`config.mk`:
```
export PLATFORM = sky130hd
export DESIGN_NAME = zoechip_seg_decoder
export DESIGN_NICKNAME = d
export VERILOG_FILES = /design/src/rtl/zoechip_seg_decoder.sv
export SDC_FILE = /design/constraint.sdc
export NUM_CORES = 1
export LEC_CHECK = 0
export CORE_MARGIN = 5
export CORE_UTILIZATION = 35
export CTS_CLUSTER_SIZE = 25
export DETAILED_ROUTE_END_ITERATION = 12
export HOLD_SLACK_MARGIN = 0.02
export MAX_ROUTING_LAYER = met4
export PLACE_DENSITY_LB_ADDON = 0.15
export SLEW_MARGIN = 5
export SYNTH_ARGS = -nofsm -noshare
export SYNTH_HDL_FRONTEND = slang
export SYNTH_SLANG_ARGS = --single-unit
```
`constraint.sdc`:
```
create_clock -name clk -period 4.7 [get_ports clk]
set_clock_uncertainty 0.05 [all_clocks]
set_input_delay 0.705 -clock clk [delete_from_list [all_inputs] [get_ports clk]]
set_output_delay 0.705 -clock clk [all_outputs]
set_load 0.02 [all_outputs]
```
`src/rtl/zoechip_seg_decoder.sv`:
```
// Recovers a 4-bit nibble from an 8-bit segment word once it has been stable for STABLE_CYCLES valid samples.
// Accept is registered on the qualifying edge, so strobes appear the following cycle. There is no backpressure: samples arrive on in_valid.
module zoechip_seg_decoder #(
    parameter int STABLE_CYCLES = 4
) (
    input  logic       clk,
    input  logic       rst_n,
    input  logic       in_valid,
    input  logic [7:0] seg_in,
    output logic [3:0] nibble,
    output logic       out_valid,
    output logic       code_err,
    output logic [7:0] err_count
);

    localparam logic [7:0] STABLE = 8'(STABLE_CYCLES);
    localparam bit         ONE_SHOT = (STABLE_CYCLES == 1);

    typedef enum logic [1:0] {
        IDLE   = 2'd0,
        SETTLE = 2'd1,
        HOLD   = 2'd2
    } state_t;

    state_t     state, next_state;
    logic [7:0] last_seg, next_last_seg;
    logic [7:0] cnt, next_cnt;
    logic       accept;

    // Segment bit positions: A=1 B=6 C=2 D=7 F=4 G=5 M=3
    logic seg_a, seg_b, seg_c, seg_d, seg_f, seg_g, seg_m;
    logic word_ok;
    logic [3:0] decoded;

    assign seg_a = seg_in[1];
    assign seg_b = seg_in[6];
    assign seg_c = seg_in[2];
    assign seg_d = seg_in[7];
    assign seg_f = seg_in[4];
    assign seg_g = seg_in[5];
    assign seg_m = seg_in[3];

    assign word_ok = (seg_a == (seg_d ^ seg_m)) && (seg_b == (seg_f ^ seg_c)) &&
                     (seg_g == seg_f) && !seg_in[0];
    assign decoded = {seg_m, seg_c ^ seg_d, seg_m ^ seg_f ^ seg_d, seg_f ^ seg_d ^ seg_c};

    always_comb begin
        next_state    = state;
        next_last_seg = last_seg;
        next_cnt      = cnt;
        accept        = 1'b0;
        if (in_valid) begin
            case (state)
                IDLE: begin
                    next_last_seg = seg_in;
                    next_cnt      = 8'd1;
                    accept        = ONE_SHOT;
                    next_state    = ONE_SHOT ? HOLD : SETTLE;
                end
                SETTLE: begin
                    if (seg_in == last_seg) begin
                        next_cnt = (cnt >= STABLE) ? cnt : cnt + 8'd1;
                        if (cnt + 8'd1 == STABLE) begin
                            accept     = 1'b1;
                            next_state = HOLD;
                        end
                    end else begin
                        next_last_seg = seg_in;
                        next_cnt      = 8'd1;
                        accept        = ONE_SHOT;
                        next_state    = ONE_SHOT ? HOLD : SETTLE;
                    end
                end
                HOLD: begin
                    // A repeated word in HOLD is deliberately not re-emitted
                    if (seg_in != last_seg) begin
                        next_last_seg = seg_in;
                        next_cnt      = 8'd1;
                        accept        = ONE_SHOT;
                        next_state    = ONE_SHOT ? HOLD : SETTLE;
                    end
                end
                default: begin
                    next_state = IDLE;
                end
            endcase
        end
    end

    always_ff @(posedge clk or negedge rst_n) begin
        if (!rst_n) begin
            state     <= IDLE;
            last_seg  <= 8'd0;
            cnt       <= 8'd0;
            nibble    <= 4'd0;
            out_valid <= 1'b0;
            code_err  <= 1'b0;
            err_count <= 8'd0;
        end else begin
            state     <= next_state;
            last_seg  <= next_last_seg;
            cnt       <= next_cnt;
            out_valid <= accept && word_ok;
            code_err  <= accept && !word_ok;
            if (accept && word_ok) begin
                nibble <= decoded;
            end
            if (accept && !word_ok && err_count != 8'hFF) begin
                err_count <= err_count + 8'd1;
            end
        end
    end

endmodule

```
# --- Word level (Yosys, flattened, before mapping) ---
# Index checks and enable logic that the tools add are counted.
classes:
  n_addsub: 2
  eq_ne: 13
  reduce_logical: 13
  order_cmp: 1
  bitwise: 7
  n_mux: 15
op_table:
  columns: ["operator", "n"]
  rows:
  - ["case mux 8 bit (3 select lines)", 2]
  - ["2-to-1 mux 8 bit", 5]
  - ["adder 8 x 1 -> 8 bit, second input constant", 2]
  - ["== test 8 x 3 -> 1 bit, second input constant", 1]
  - ["== test 8 bit", 1]
  - ["greater-or-equal comparator 8 x 3 -> 1 bit, second input constant", 1]
  - ["!= test 8 bit", 1]
  - ["!= test 8 bit, second input constant", 1]
  - ["AND reduction 4 bit", 2]
  - ["XOR 1 bit", 7]
  - ["logical AND 1 bit", 6]
  - ["2-to-1 mux 2 bit", 3]
  - ["!= test 3 bit, second input constant", 2]
  - ["case mux 2 bit (3 select lines)", 1]
  - ["2-to-1 mux 1 bit", 4]
  - ["!= test 2 bit, second input constant", 2]
  - ["== test 1 bit", 3]
  - ["AND reduction 3 bit", 1]
  - ["nonzero test 3 bit", 1]
  - ["== test 2 x 1 -> 1 bit, second input constant", 1]
  - ["== test 2 bit, second input constant", 1]
  - ["zero test 1 bit", 2]
  - ["zero test 2 bit", 1]
word_totals:
  output_inout_bits: 14
  register_bits: 32
  elab_cells: 58

# --- Longest topological paths before layout ---
depth:
  word_depth: 8
  depth_mapped: 8
  depth_no_buf: 6

# --- Worst setup path after synthesis ---
# Ideal clock, no wire load.
synth_path:
  kind: "input -> register"
  startpoint: "input seg_in[7]"
  endpoint: "register nibble[3]"
  required_ns: 4.525
  n_path_buf: 1
  t_arrival_ns: 2.506
  setup_slack_ns: 2.019
  stages: 7
  setup_time_ns: 0.125
  path_cell_list: "buf_4 > xor2_1 > nor4_2 > nand4_2 > or2_4 > nor4_4 > mux2_2"
synth_via:
  elab_chain_cells: 6
  elab_cells_between_ends: 10
synth_rtl:
  columns: ["element", "line_no", "text"]
  rows:
  - ["from (decl)", "9", "input logic [7:0] seg_in,"]
  - ["parallel branches: the longest is 5 deep, another holds == test 8 bit", null, null]
  - ["logical AND 1 bit (*)", "105", "if (accept && word_ok) begin"]
  - ["to (signal assigned)", "106", "nibble <= decoded;"]
  - ["to (decl)", "10", "output logic [3:0] nibble,"]
# Every way passes the cells marked *.
# A chain may end at the register's enable or synchronous reset.

# --- Final worst setup path ---
layout_path:
  startpoint: "input seg_in[0]"
  endpoint: "register last_seg[0]"
layout_via:
  elab_chain_cells: 3
  elab_cells_between_ends: 8
layout_rtl:
  columns: ["element", "line_no", "text"]
  rows:
  - ["== test 8 bit or != test 8 bit (tied branches)", "61, 76", null]
  - ["!= test 2 bit (no source line)", null, null]
  - ["AND reduction 4 bit (no source line)", null, null]
  - ["to (signal assigned)", "101", "last_seg <= next_last_seg;"]
  - ["to (decl)", "26", "logic [7:0] last_seg, next_last_seg;"]
# Parallel ways exist; a longest one is shown, timed or not. The select of a mux whose other input is x is not followed.

==> impl_metrics.json <==
{
  "max-slew-margin-rel": 0.6066,
  "post_cts_resized": 0,
  "drt-wirelength-per-cell_um": 13.94,
  "insertion_delay_ns": 0.27,
  "io_buffer_count": 24,
  "worstPathArrival_ns": 3.19,
  "syn_inst": 131,
  "die_h_um": 77.59,
  "grt_max_degree": 33,
  "syn_area_mm2": 0.001599,
  "ys_ff_latch": 32,
  "layout_common_cells": "dfrtp_1 (32), clkdlybuf4s50_1 (24), xnor2_1 (12), mux2_2 (12), xor2_1 (10)",
  "critPathCaptureType": "flop",
  "rrSetupSlack_ns": 2.17,
  "async_flop_share": 1.000,
  "root_buffer": "clkbuf_8",
  "synth.net_count": 145,
  "dr.pass1.iters": 4,
  "clk_path_buf_depth": 2,
  "drt_iter0_markers": 43,
  "cts-hold-fix-buffers": 0,
  "gr-total-overflow": 0,
  "vias_per_cell": 4.953,
  "fmax_ghz": 0.3240,
  "num_io_pins": 25,
  "final.period_utilization": 0.6566,
  "synth_warnings": 0,
  "synthFlopType": "dfrtp_1",
  "antenna_found_initial": 0,
  "drc": 0,
  "synth_area_leader_cell": "dfrtp_1",
  "rsz0062_at_grt": "no",
  "fin_tns_setup_ns": 0,
  "n_antenna_cell": 0,
  "syn_avg_cell_area_um2": 12.21,
  "core_area_mm2": 0.004384,
  "routed_wl_um": 2969,
  "required_ns": 4.81,
  "cts_sinks": 32,
  "min_delay_path_depth": 1,
  "initial_core_util": 0.3647,
  "grt_pass1_vias": 1090,
  "worstSetupStartpointType": "input port",
  "worstMarginPinSlew_ns": 0.5852,
  "grt_pass1_wl_um": 5237,
  "fin_crit_ns": 3.086,
  "dr_total_vias": 1055,
  "leakagePower_uw": 0.0008902,
  "setup_violations": 0,
  "hold_path.class": "flop to flop",
  "die_x_um": 77.59,
  "clk_pin_slew_ns": 0.06,
  "fin_nets": 174,
  "r2r-end": "nibble[3]",
  "whs_endpoint": "err_count[4]",
  "grt_util_all_layers": 0.1112,
  "ys_types": 34,
  "place_inst": 205,
  "hpwl_um": 2310,
  "routabilityCongestion": 0.7492,
  "power_density_mw_per_mm2": 281.4,
  "vdd_drop_max_v": 0.0001335,
  "reg2reg_from": "cnt[2]",
  "maxCapViolCount": 0,
  "synth_area_leaders": "dfrtp_1 (50%), mux2_2 (8.5%), xnor2_1 (6.6%), xor2_1 (5.5%), nor4_4 (2.7%)",
  "cts_made_buffers": 5,
  "path_class": "input port to flop",
  "synth_top_area_frac": 0.5008,
  "synth_edf_count": 0,
  "drive_gt1_frac": 0.1863,
  "reg2regPathDepth": 6,
  "cts_max_level": 2,
  "fp.dieArea_mm2": 0.006020,
  "slew_viol_final": 0,
  "final_common_cell": "dfrtp_1",
  "status": "completed",
  "rows": 24,
  "crit_fanout": 8,
  "final_cells": 213,
  "cts_tree": "yes",
  "holdCritStartpoint": "err_count[4]",
  "post_cts_buffers": 0,
  "area_growth_pct": 24.26,
  "hold_viol": 0,
  "ys_seq_area_frac": 0.5008,
  "nFillCells": 395,
  "antenna_left": 0
}
[cells in the mapped netlist (2+ instances only)]
cell / number
xnor2_1: 12
nor4_2: 2
o21ai_0: 4
nand3_1: 6
nor3_1: 3
mux2_2: 12
nor2b_1: 3
a41o_2: 2
dfrtp_1: 32
nor4_4: 2
ha_1: 3
nand2_1: 6
and2_1: 5
buf_2: 3
nand4_1: 3
and3_1: 2
inv_1: 4
xor2_1: 10
or4_1: 2
[metrics by stage]
step           setup WS [ns]  utilization  total power (µW)  area [µm²]  hold WS [ns]
2_1_floorplan          2.019            -             329.5        1599        0.3594
3_3_place_gp           1.335       0.4326             352.4        1897        0.4296
3_5_place_dp           1.302       0.4326             353.8        1897        0.4392
4_1_cts                1.590       0.4532             570.7        1987        0.4482
5_1_grt                1.385       0.4532             587.6        1987        0.4655
6_report               1.614       0.4532             559.2        1987        0.4403
[power by group]
group / internal (µW) / total (µW) / switching, µW
Sequential: 283 / 289 / 5.35
Clock: 119 / 212 / 92.6
Combinational: 27.6 / 58.5 / 30.9
[layer usage]
| layer | share of wire | up-vias | track usage |
|---|---|---|---|
| met5 | 0 | - | - |
| met4 | 0.0081 | 0 | 0.04639 |
| met3 | 0.044 | 2 | 0.03356 |
| met2 | 0.49 | 20 | 0.1720 |
| met1 | 0.45 | 511 | 0.1345 |
| li1 | - | 522 | - |
[how the worst max path moves through the flow]
stage	start	to	slack, ns	depth (start not counted)
floorplan	seg_in[7]	nibble[3]	2.02	7
global placement	seg_in[0]	last_seg[3]	1.33	7
detailed placement	seg_in[0]	nibble[2]	1.30	7
CTS	seg_in[0]	nibble[2]	1.59	7
global route	seg_in[0]	nibble[2]	1.39	7
finish	seg_in[0]	last_seg[0]	1.61	7
[flip-flops by register name (all words and copies together) (netlist names)]
| name | count |
|---|---|
| code_err | 1 |
| cnt | 8 |
| out_valid | 1 |
| last_seg | 8 |
| nibble | 4 |
| err_count | 8 |
| state | 2 |
[area by class of cell]
class	count	area (µm²)	area share
Clock buffer	8	90.09	0.04534
Inverter	4	15.01	0.007557
Multi-Input combinational cell	91	760.7	0.3829
Sequential cell	32	800.8	0.4030
Tap cell	52	65.06	0.03275
Timing Repair Buffer	26	255.2	0.1285
[worst max-delay path: stages]
cell             delay [ns]
clkdlybuf4s50_1        0.54
xor2_1                 0.20
nor4_2                 0.56
a31oi_1                0.21
o21ai_0                0.38
buf_4                  0.25
mux2_2                 0.34
[cell families (layout without fill, tap and decap cells)]
group / count (synthesis) / count (layout) / synth area share
mux: 14 / 14 / 0.09781
flops: 32 / 32 / 0.5008
simple gates: 40 / 40 / 0.1792
fa+ha+maj: 3 / 3 / 0.02348
buf+inv: 8 / 38 / 0.02347
xor+xnor: 22 / 22 / 0.1205
compound gates: 12 / 12 / 0.05478
Note: power is estimated with default switching activity, not from simulation.
